**config.mk**
```make
export PLATFORM = sky130hd
export DESIGN_NAME = icache_loader
export DESIGN_NICKNAME = d
export VERILOG_FILES = /design/src/rtl/icache_loader.sv
export SDC_FILE = /design/constraint.sdc
export NUM_CORES = 1
export LEC_CHECK = 0
export CAP_MARGIN = 10
export CORE_UTILIZATION = 35
export CTS_CLUSTER_SIZE = 20
export DETAILED_ROUTE_END_ITERATION = 6
export SLEW_MARGIN = 40
export SYNTH_ARGS = -nofsm -noshare
export SYNTH_HDL_FRONTEND = slang
export SYNTH_SLANG_ARGS = --single-unit
```
**constraint.sdc**
```tcl
create_clock -name Clk -period 2.88 [get_ports Clk]
set_clock_uncertainty 0.15 [all_clocks]
set_input_delay 0.576 -clock Clk [delete_from_list [all_inputs] [get_ports Clk]]
set_output_delay 0.576 -clock Clk [all_outputs]
set_load 0.1 [all_outputs]
```
**src/rtl/icache_loader.sv**
```systemverilog
// Loads a byte stream into the instruction Sram as big-endian words, holding the GPP in reset until done.
// Optional readback verification is enabled by defining ICACHE_LOADER_VERIFY_EN.
module icache_loader #(
    parameter int ADDR_W = 4,
    parameter int DATA_W = 32,
    parameter int DEPTH  = 16
) (
    input  logic              Clk,
    input  logic              Rst,
    input  logic              Start,
    input  logic [ADDR_W:0]   Word_Count,
    input  logic [7:0]        In_Byte,
    input  logic              In_Valid,
    output logic              In_Ready,
    output logic [ADDR_W-1:0] Addr,
    output logic [DATA_W-1:0] Di,
    input  logic [DATA_W-1:0] Data,
    output logic              RW,
    output logic              En,
    output logic              Cpu_Rst,
    output logic              Busy,
    output logic              Done,
    output logic              Error
);
    localparam int BYTES = DATA_W / 8;
    localparam int BI_W  = (BYTES > 1) ? $clog2(BYTES) : 1;
    localparam logic [BI_W-1:0]   LAST_BYTE = BI_W'(BYTES - 1);
    localparam logic [ADDR_W:0]   DEPTH_C   = (ADDR_W + 1)'(DEPTH);

    localparam logic [2:0] IDLE    = 3'd0;
    localparam logic [2:0] COLLECT = 3'd1;
    localparam logic [2:0] WRITE   = 3'd2;
    localparam logic [2:0] DONE    = 3'd3;
`ifdef ICACHE_LOADER_VERIFY_EN
    localparam logic [2:0] RD_REQ  = 3'd4;
    localparam logic [2:0] RD_CHK  = 3'd5;
`endif

    logic [2:0]        state_reg;
    logic [ADDR_W:0]   n_reg;
    logic [ADDR_W:0]   idx_reg;
    logic [BI_W-1:0]   byte_reg;
    logic [DATA_W-1:0] shift_reg;
    logic [ADDR_W-1:0] addr_reg;
    logic [DATA_W-1:0] di_reg;
    logic [DATA_W-1:0] csum_reg;

    logic              start_ok;
    logic              take;
    logic [ADDR_W:0]   n_clamp;
    logic [ADDR_W:0]   idx_inc;
    logic [DATA_W-1:0] word_next;

    assign start_ok  = Start && (state_reg == IDLE || state_reg == DONE);
    assign take      = In_Valid && In_Ready;
    assign n_clamp   = (Word_Count > DEPTH_C) ? DEPTH_C : Word_Count;
    assign idx_inc   = idx_reg + 1'b1;
    // First byte of a word ends up in the most significant lane after all shifts.
    assign word_next = (shift_reg << 8) | DATA_W'(In_Byte);

`ifdef ICACHE_LOADER_VERIFY_EN
    logic [DATA_W-1:0] rd_csum_reg;
    logic              error_reg;
    assign Error = error_reg;
    assign En    = (state_reg == WRITE) || (state_reg == RD_REQ);
`else
    logic unused_data;
    assign unused_data = ^Data;
    assign Error = 1'b0;
    assign En    = (state_reg == WRITE);
`endif

    assign In_Ready = (state_reg == COLLECT);
    assign RW       = (state_reg == WRITE);
    assign Addr     = addr_reg;
    assign Di       = di_reg;
    assign Done     = (state_reg == DONE);
    assign Cpu_Rst  = (state_reg != DONE);
    assign Busy     = (state_reg != IDLE) && (state_reg != DONE);

    always_ff @(posedge Clk) begin
        if (!Rst) begin
            state_reg   <= IDLE;
            n_reg       <= '0;
            idx_reg     <= '0;
            byte_reg    <= '0;
            shift_reg   <= '0;
            addr_reg    <= '0;
            di_reg      <= '0;
            csum_reg    <= '0;
`ifdef ICACHE_LOADER_VERIFY_EN
            rd_csum_reg <= '0;
            error_reg   <= 1'b0;
`endif
        end else begin
            case (state_reg)
                IDLE, DONE: begin
                    if (start_ok) begin
                        n_reg     <= n_clamp;
                        idx_reg   <= '0;
                        byte_reg  <= '0;
                        shift_reg <= '0;
                        csum_reg  <= '0;
`ifdef ICACHE_LOADER_VERIFY_EN
                        error_reg <= 1'b0;
`endif
                        state_reg <= (n_clamp == '0) ? DONE : COLLECT;
                    end
                end
                COLLECT: begin
                    if (take) begin
                        shift_reg <= word_next;
                        if (byte_reg == LAST_BYTE) begin
                            byte_reg  <= '0;
                            addr_reg  <= idx_reg[ADDR_W-1:0];
                            di_reg    <= word_next;
                            state_reg <= WRITE;
                        end else begin
                            byte_reg <= byte_reg + 1'b1;
                        end
                    end
                end
                WRITE: begin
                    csum_reg <= csum_reg ^ di_reg;
                    idx_reg  <= idx_inc;
                    if (idx_inc == n_reg) begin
`ifdef ICACHE_LOADER_VERIFY_EN
                        idx_reg     <= '0;
                        addr_reg    <= '0;
                        rd_csum_reg <= '0;
                        state_reg   <= RD_REQ;
`else
                        state_reg   <= DONE;
`endif
                    end else begin
                        state_reg <= COLLECT;
                    end
                end
`ifdef ICACHE_LOADER_VERIFY_EN
                RD_REQ: state_reg <= RD_CHK;
                RD_CHK: begin
                    // Data reflects the read issued in the preceding RD_REQ cycle.
                    rd_csum_reg <= rd_csum_reg ^ Data;
                    idx_reg     <= idx_inc;
                    if (idx_inc == n_reg) begin
                        error_reg <= ((rd_csum_reg ^ Data) != csum_reg);
                        state_reg <= DONE;
                    end else begin
                        addr_reg  <= idx_inc[ADDR_W-1:0];
                        state_reg <= RD_REQ;
                    end
                end
`endif
                default: state_reg <= IDLE;
            endcase
        end
    end
endmodule
```
== Yosys cells after proc, flatten, opt, wreduce, memory -nomap -nowiden ==
Cells that the tools add are included.

* Register bits: 75
* Input port bits: 49
* Output and inout bits: 43
* Word-level logic and storage cells: 51

* Add/sub/neg operators: 2
* $lt $le $gt $ge: 1
* Eq/ne operators: 9
* Mux-type cells: 16
* Bitwise logic cells: 1
* Reduce and logical (&&, ||, !) cells: 15

{| class="wikitable"
|+ Operators by type and width
! operator !! number
|-
| 24-bit 2-to-1 mux || 2
|-
| 24-bit one-hot mux with 2 select lines || 1
|-
| 32-bit by 8-bit bitwise OR with 32-bit output || 1
|-
| 2-bit 2-to-1 mux || 5
|-
| 5-bit 2-to-1 mux || 2
|-
| 5-bit one-hot mux with 2 select lines || 1
|-
| 3-bit 2-to-1 mux || 3
|-
| 3-bit one-hot mux with 3 select lines || 1
|-
| 3-bit AND reduction || 3
|-
| 3-bit by 2-bit == test with 1-bit output (second input constant) || 2
|-
| 5-bit by 1-bit adder with 5-bit output (second input constant) || 1
|-
| 5-bit == test || 1
|-
| 5-bit greater-than comparator (second input constant) || 1
|-
| 5-bit zero test || 1
|-
| 2-bit by 1-bit inequality test with 1-bit output (second input constant) || 2
|-
| 2-bit one-hot mux with 2 select lines || 1
|-
| 2-bit AND reduction || 2
|-
| 2-bit nonzero test || 2
|-
| 3-bit by 1-bit == test with 1-bit output (second input constant) || 1
|-
| 1-bit logical AND || 3
|-
| 3-bit zero test || 1
|-
| 3-bit by 2-bit inequality test with 1-bit output (second input constant) || 1
|-
| 3-bit nonzero test || 1
|-
| 2-bit by 1-bit adder with 2-bit output (second input constant) || 1
|-
| 4 further kinds || 4
|}

== Depth between registers and ports, before layout ==
Gate-level depths: netlist (run 1).

* Word-level depth: 6
* Gate-level depth with buffers: 8
* Depth with buffers taken out: 6

== Worst setup path before layout (run 1) ==
Ideal clock, no wire load.

* Path kind: reg2out
* Start point: register state_reg[0]
* End point: output Cpu_Rst
* Arrival: 1882 ps
* Data required time: 2154 ps
* Slack: 272 ps
* Cell stages (with the launch flop): 3
* Path buffers: 0
* Cells stage by stage: dfxtp_1 ha_1 inv_1

* Word-level cells in the longest chain between the ends: 1

{| class="wikitable"
|+ Ends and longest elaborated chain
! element !! RTL line !! RTL
|-
| start: declaration || 39 || <nowiki>logic [2:0] state_reg;</nowiki>
|-
| start signal: assignment || 107 || <nowiki>state_reg <= (n_clamp == '0) ? DONE : COLLECT;</nowiki>
|-
| 3-bit by 2-bit inequality test with 1-bit output || 78 || <nowiki>assign Cpu_Rst = (state_reg != DONE);</nowiki>
|-
| end: declaration || 20 || <nowiki>output logic Cpu_Rst,</nowiki>
|}

Every way passes these cells.

== Final worst setup path (run 1) ==
* Start point: register state_reg[0]
* End point: output In_Ready

* Word-level cells in the longest chain between the ends: 1

{| class="wikitable"
|+ Ends and longest elaborated chain
! element !! RTL line !! RTL
|-
| 3-bit by 1-bit == test with 1-bit output || 73 || <nowiki>assign In_Ready = (state_reg == COLLECT);</nowiki>
|-
| end: declaration || 14 || <nowiki>output logic In_Ready,</nowiki>
|}

Every way passes these cells.

==> impl_metrics.ini, run 1 <==
[run_status]
status = complete, no violations

[timing]
tightestPinTransition_ns = 0.689
relSlewSlack = 0.540
fin_crit_ns = 2.36
setup_viol = 0
rsz0062_at_grt = no
finalSetupTns_ns = 0
finalMaxSlewViolations = 0
period_share = 0.820
fmax_mhz = 424
hold_viol = 0
whs_ns = 0.309
setup_slack_ns = 0.519

[yosys]
synth_fp_nets = 420
seq_area_frac_synth = 0.477
synth_edf_count = 0
syn-instance-count = 365
synth_seq_cells = 74
synth_area_um2 = 3110
yosys_warnings = 0
syn_area_per_cell_um2 = 8.51
synthArstFlopShare = 0
ys_types = 29
synth_flop_cell = dfxtp_1

[global_routing]
grt_pass1_vias = 2500
grt_max_degree = 46
track_usage = 0.165
grt_pass1_wl_um = 11600
grt_antenna_before_repair = 0
grt.overflow.total = 0

[detailed_routing]
routedWlPerCell_um = 13.1
routed_wirelength_um = 6880
via_count = 2590
drt_iter0_drc = 66
dr.pass1.iters = 4
drt-vias-per-instance = 4.93
drc_errors = 0
ant_nets = 0

[clock_tree]
clk_pin_slew_ns = 0.08
cts_buffer_depth = 2
htree_levels = 3
clock-sinks = 74
holdBufCountCts = 0
cts_root_buf = clkbuf_8
postCtsSetupBuffers = 0
clk_latency_ns = 0.35
cts_resized = 0
cts_buffers = 9
cts_tree = done

[placement]
postPlaceCellArea_um2 = 3680
post-place-cells = 509
portBuffers = 58
hpwl_um = 4620
pre_cts_slack_ns = 0.384
gp_congestion = 0.686

[critical_path]
path_cells = ha_1, buf_12
crit_required_ns = 2.15
crit_buf_inv = 1
slowest_stage = ha_1
slowest_delay_ns = 0.63
worstSetupEndpointType = primary output
cp-start-kind = flop
worst-path-max-fanout = 17
arrival_ns = 1.64
crit_type = reg2out
cpLargestDelayFamily = adder cells
rrSetupSlack_ns = 0.71

[floorplanning]
initial_core_util = 0.360
core_area_um2 = 8640
io_pins = 92
die-width_um = 96.2
die-area_um2 = 9260
rows = 34
die_y_um = 96.2

[flow_run]
cap_violations = 0

[hold_path]
hp-class = reg2reg

[power_and_ir_drop]
power.density_nw_per_um2 = 789
leakagePower_nw = 1.42
ir_drop_uv = 970
finalPower_mw = 3.11

[final_layout]
diodes = 0
largest_reg_flops = 32
fin_cells = 525
drive_above_1_share = 0.163
fin_area_um2 = 3940
post-route-util = 0.456
nets = 467
area_delta_synth_final_pct = 26.7
cells in the mapped netlist (all sizes together) (2+ instances only):
library cell / n / share of area
nand2b: 2 / 0.0040
or4: 2 / 0.0048
buf: 11 / 0.018
a21oi: 7 / 0.011
xor2: 3 / 0.0085
and2: 2 / 0.0044
o21ai: 6 / 0.0097
ha: 6 / 0.024
nor3: 2 / 0.0032
nand4: 25 / 0.050
dfxtp: 74 / 0.48
a21boi: 67 / 0.16
xnor2: 5 / 0.014
nor3b: 5 / 0.012
clkbuf: 19 / 0.023
nand3: 5 / 0.0081
nand2: 106 / 0.13
nor2b: 7 / 0.014
inv: 4 / 0.0048
cells by family (layout without fill, tap and decap cells):
kind of cell	after synthesis	after routing	share of synthesized area
compound gates	83	83	0.193
xor+xnor	8	8	0.0226
fa+ha+maj	6	6	0.0242
buf+inv	34	86	0.0455
flops	74	74	0.477
other cells	1	1	0.00121
simple gates	159	159	0.237
final timing paths:
kind,start,endpoint,depth (start not counted)
hold reg to reg,shift_reg[18],Di[26],2
hold / removal,shift_reg[18],Di[26],2
setup / recovery,state_reg[0],In_Ready,2
setup reg to reg,state_reg[0],byte_reg[0],6
power breakdown:
part | switching (mW) | internal, mW | total [mW] | leakage, nW
Sequential | 0.0473 | 1.07 | 1.12 | 0.597
Combinational | 0.733 | 0.252 | 0.985 | 0.697
Clock | 0.380 | 0.623 | 1.00 | 0.123
final cells by class:
type,instances,area (um^2)
clock inverters,4,97.6
well taps,108,135
repair buffers,66,568
fillers,876,4700
inverters,4,15.0
flip-flops and latches,74,1480
clock buffers,12,155
multi-input cells,257,1480
cells in the final DEF, fill, tap and decap left out, drive strengths merged, types with 2 or more instances in the layout:
master         count
nand3              5
ha                 6
nand4             25
or4                2
buf               51
xnor2              5
clkdlybuf4s50     15
o21ai              6
nor3b              5
nor2b              7
bufinv             3
nand2            106
a21boi            67
nand2b             2
and2               2
inv                4
a21oi              7
dfxtp             74
xor2               3
nor3               2
clkbuf            12
routing by layer:
layer | vias to the layer above | share of wire | GRT usage
li1 | 1327 | - | -
met1 | 1196 | 0.49 | 0.198
met2 | 57 | 0.46 | 0.281
met3 | 10 | 0.039 | 0.0395
met4 | 0 | 0.017 | 0.0672
met5 | - | 0 | 0
worst reg2reg max path, cell delays in order, from the launching register on:
cell and delay (ns):
dfxtp_1 0.40, inv_1 0.07, ha_1 0.40, nand2b_1 0.32, o211ai_2 0.15, or4b_1 0.47
a21boi_0 0.15
Power figures use the tool's default switching activity.
==> run 2: changes to the inputs <==
Clock period 2.88 ns to 1.9 ns, I/O delays scaled along.
==> run 2 against run 1 <==
- register-to-register slack lost 0.61 ns
- non-clock buffer count grew 13
- clock power grew 38%
- sequential share of layout area shrank 5.3 points
- worst hold slack gained 0.0081 ns
- global-route usage grew 0.21 points
- power grew 60%
- flip-flop and latch count is the same
- utilization grew 7.6 points
- critical path type unchanged
- critical endpoint is now Busy
- highest routed layer unchanged
==> impl_metrics.ini, run 2 (synthesized netlist as in run 1, its figures left out) <==
[power_and_ir_drop]
finalPower_mw = 4.95
leakagePower_nw = 1.59
ir_drop_uv = 1670
power.density_nw_per_um2 = 1080

[timing]
fmax_mhz = 546
fin_crit_ns = 1.83
finalSetupTns_ns = 0
rsz0062_at_grt = no
finalMaxSlewViolations = 0
hold_viol = 0
setup_viol = 0
period_share = 0.964

[detailed_routing]
routed_wirelength_um = 6960
drc_errors = 0
routedWlPerCell_um = 12.9
drt-vias-per-instance = 4.93
ant_nets = 0
drt_iter0_drc = 107
dr.pass1.iters = 4
via_count = 2651

[floorplanning]
initial_core_util = 0.360
die-area_um2 = 9260
io_pins = 92
die_y_um = 96.2
rows = 34
core_area_um2 = 8640
die-width_um = 96.2

[hold_path]
hp-class = reg2reg
hp-start = shift_reg[17]
whs_path_depth = 2
whs_endpoint = Di[25]

[clock_tree]
clock-sinks = 74
htree_levels = 3
cts_buffers = 9
cts_tree = done
cts_root_buf = clkbuf_8
clk_pin_slew_ns = 0.07
holdBufCountCts = 0
clk_latency_ns = 0.34
cts_buffer_depth = 2

[global_routing]
grt.overflow.total = 0
grt_max_degree = 75
grt_antenna_before_repair = 0
grt_pass1_vias = 2570
track_usage = 0.167
grt_pass1_wl_um = 11800

[final_layout]
final_common_cell = nand2_1
most-common-layout-cells = nand2_1, dfxtp_1, a21boi_0
fin_cells = 538
fillCellCount = 788
area_delta_synth_final_pct = 47.7
drive_above_1_share = 0.207
largest_reg_flops = 32
nets = 480
diodes = 0

[run_status]
status = complete, no violations

[critical_path]
rr_worst_depth = 5
worstSetupEndpointType = primary output
rrSetupSlack_ns = 0.10
crit_required_ns = 1.37
cp-start-kind = flop
critPathLaunch = state_reg[0]
path_cells = inv_1, ha_4, clkinvlp_4, buf_12
arrival_ns = 1.30
r2r_start = idx_reg[1]
worst-path-max-fanout = 7
slowest_delay_ns = 0.33
r2r_end = state_reg[1]
crit_type = reg2out
slowest_stage = dfxtp_2

[flow_run]
cap_violations = 0

[placement]
hpwl_um = 4800
gp_congestion = 0.718
post-place-cells = 521
portBuffers = 58
==> run 2: cell types whose count changed in the layout (fill, tap and decap cells not counted), moves of 2 or more <==
cell | previous run | this run
ha_2 | 0 | 2
ha_1 | 6 | 2
dfxtp_1 | 74 | 71
ha_4 | 0 | 2
buf_4 | 47 | 16
buf_12 | 3 | 46
dfxtp_2 | 0 | 3
==> run 2: how the worst max path moves through the flow <==
stage | cells past startpoint | end
floorplan | 2 | Cpu_Rst
global placement | 6 | idx_reg[1]
detailed placement | 6 | idx_reg[1]
CTS | 4 | Busy
global route | 4 | Busy
finish | 4 | Busy
==> run 2: critical path: cells and delay by family, from the launching register on <==
| family | cells | cell delay (ns) |
|---|---|---|
| adder cells (fa/ha/maj) | 1 | 0.31 |
| flip-flops | 1 | 0.33 |
| buffers and inverters | 3 | 0.33 |
==> run 2: power by group <==
group	leakage [nW]	switching (mW)	total, mW	internal, mW
combinational	0.878	1.21	1.88	0.672
clock	0.117	0.572	1.38	0.812
sequential	0.598	0.0623	1.69	1.63
total	1.59	1.84	4.95	3.11
==> run 2: cell type report <==
type	instances	area [um^2]	area share
multi-input combinational	257	1510	0.330
timing repair buffer	79	1210	0.263
clock inverter	4	73.8	0.0161
tap	108	135	0.0294
sequential	74	1490	0.324
clock buffer	12	155	0.0338
inverter	4	18.8	0.00409
==> run 2: repair_timing <==
| item | 4_1_cts | 5_1_grt |
|---|---|---|
| setup endpoints to repair | 2 | 6 |
| pin swaps | 0 | 1 |
| resized for setup | 1 | 5 |
| setup buffers | 0 | 1 |
==> run 2: through the flow <==
stage               setup WS (ns)  utilization  instance area, um^2  hold WS, ns
floorplan                 -0.0654            -                 3130        0.291
global placement          -0.0832        0.502                 4330        0.302
detailed placement        -0.0995        0.502                 4330        0.307
CTS                        0.0347        0.530                 4570        0.319
global route               0.0212        0.531                 4590        0.331
finish                     0.0690        0.531                 4590        0.317
==> run 2: per-layer routing <==
layer,vias up,wire [um],track usage
li1,1350,-,-
met1,1246,3260,0.203
met2,46,3390,0.287
met3,9,214,0.0316
met4,0,102,0.0709
met5,-,0,0
==> run 3: changes to the inputs <==
Settings changed: CORE_ASPECT_RATIO from default to 1.75.
==> run 3 against run 2 <==
- setup slack lost 0.018 ns
- sequential share of layout area shrank 0.65 points
- cell count grew 1.7%
- first-iteration DRC count grew 46%
- critical path depth grew 1
- wire length grew 6.5%
- flip-flop and latch count is the same
- critical endpoint unchanged
- largest power group unchanged
- highest routed layer unchanged
==> impl_metrics.ini, run 3 (synthesized netlist as in run 1, its figures left out) <==
[final_layout]
final_common_cell = nand2_1
fin_area_um2 = 4680
nets = 480
fin_cells = 547
drive_above_1_share = 0.212
largest_reg_flops = 32
diodes = 0
area_delta_synth_final_pct = 50.7
most-common-layout-cells = nand2_1, dfxtp_1, a21boi_0

[floorplanning]
rows = 45
core_area_um2 = 8670
die-area_um2 = 9270
initial_core_util = 0.358
io_pins = 92
die_y_um = 127
die-width_um = 73.2

[clock_tree]
cts_root_buf = clkbuf_16
clk_pin_slew_ns = 0.05
cts_buffers = 9
cts_tree = done
clk_latency_ns = 0.33
htree_levels = 3
clock-sinks = 74
cts_buffer_depth = 2

[placement]
postPlaceCellArea_um2 = 4330
post-place-cells = 530
portBuffers = 58
gp_congestion = 0.794
hpwl_um = 5230

[power_and_ir_drop]
finalPower_mw = 5.35
leakagePower_nw = 1.63
power.density_nw_per_um2 = 1140
ir_drop_uv = 1910

[critical_path]
crit_type = reg2out
arrival_ns = 1.32
slowest_delay_ns = 0.33
cp-start-kind = flop
rr_worst_depth = 5
r2r_end = state_reg[1]
slowest_stage = dfxtp_2
worst-path-max-fanout = 3
crit_required_ns = 1.37
rrSetupSlack_ns = 0.10
cpLargestDelayFamily = buffers and inverters
r2r_start = idx_reg[1]
worstSetupEndpointType = primary output
crit_buf_inv = 4
path_cells = inv_2, ha_4, buf_6, clkinvlp_4, buf_12

[global_routing]
grt.overflow.total = 0
grt_antenna_before_repair = 0
grt_pass1_wl_um = 12200
grt_pass1_vias = 2576
grt_max_degree = 42
track_usage = 0.174

[timing]
period_share = 0.973
setup_viol = 0
hold_viol = 0
rsz0062_at_grt = no
finalMaxSlewViolations = 0
fmax_mhz = 541
fin_crit_ns = 1.85

[detailed_routing]
ant_nets = 0
drc_errors = 0
drt-vias-per-instance = 4.86
routedWlPerCell_um = 13.5
drt_iter0_drc = 156
routed_wirelength_um = 7410
dr.pass1.iters = 4
via_count = 2657

[run_status]
status = complete, no violations

[hold_path]
whs_endpoint = state_reg[0]
hp-class = in2reg
hp-start = Rst
whs_path_depth = 2

[flow_run]
cap_violations = 0
==> run 3: worst max-delay path by stage <==
stage	endpoint	depth (start not counted)	slack, ns	start
detailed placement	idx_reg[1]	6	-0.25	Start
finish	Busy	5	0.05	state_reg[0]
global route	Busy	5	0.003	state_reg[0]
global placement	idx_reg[1]	6	-0.21	Start
CTS	Busy	5	0.001	state_reg[0]
floorplan	Cpu_Rst	2	-0.07	state_reg[0]
==> run 3: worst register-to-register path: stages (launching register included) <==
cell	delay (ns)
dfxtp_2	0.33
ha_2	0.34
xnor2_1	0.12
nand3_1	0.10
or4_4	0.56
a21oi_1	0.13
==> run 3: final cells by class <==
class	count	area, um^2
flip-flops and latches	74	1490
inverters	4	18.8
clock inverters	1	30.0
well taps	117	146
repair buffers	79	1190
multi-input cells	257	1520
clock buffers	15	288
fillers	817	3990
==> run 3: timing repair <==
item	in CTS	in global routing
endpoints found under the hold margin	0	0
pin swaps	1	0
hold buffers	0	0
buffers inserted	1	0
resized for setup	2	7
setup endpoints to repair	6	7
==> run 3: report_power, final <==
| part | leakage (nW) | switching [mW] | internal [mW] |
|---|---|---|---|
| clock network | 0.156 | 0.608 | 1.16 |
| registers | 0.598 | 0.0636 | 1.63 |
| logic | 0.877 | 1.22 | 0.665 |
==> run 3: metrics by stage <==
stage                     utilization  TNS, ns  hold WS (ns)  worst slack [ns]
after floorplan                     -  -0.0947         0.291           -0.0654
after global placement          0.500    -1.23         0.300            -0.206
after detailed placement        0.500    -2.64         0.307            -0.246
after CTS                       0.539        0         0.283           0.00114
after global routing            0.540        0         0.308           0.00302
final                           0.540        0         0.293            0.0513
==> run 3: metal layers <==
metal  part of all wire  routed length [um]  vias to the layer above  GRT usage
li1                   -                   -                     1356          -
met1               0.41                3010                     1243      0.193
met2               0.55                4040                       46      0.308
met3              0.026                 195                       12     0.0357
met4              0.022                 160                        0     0.0807
met5                  0                   0                        -          0
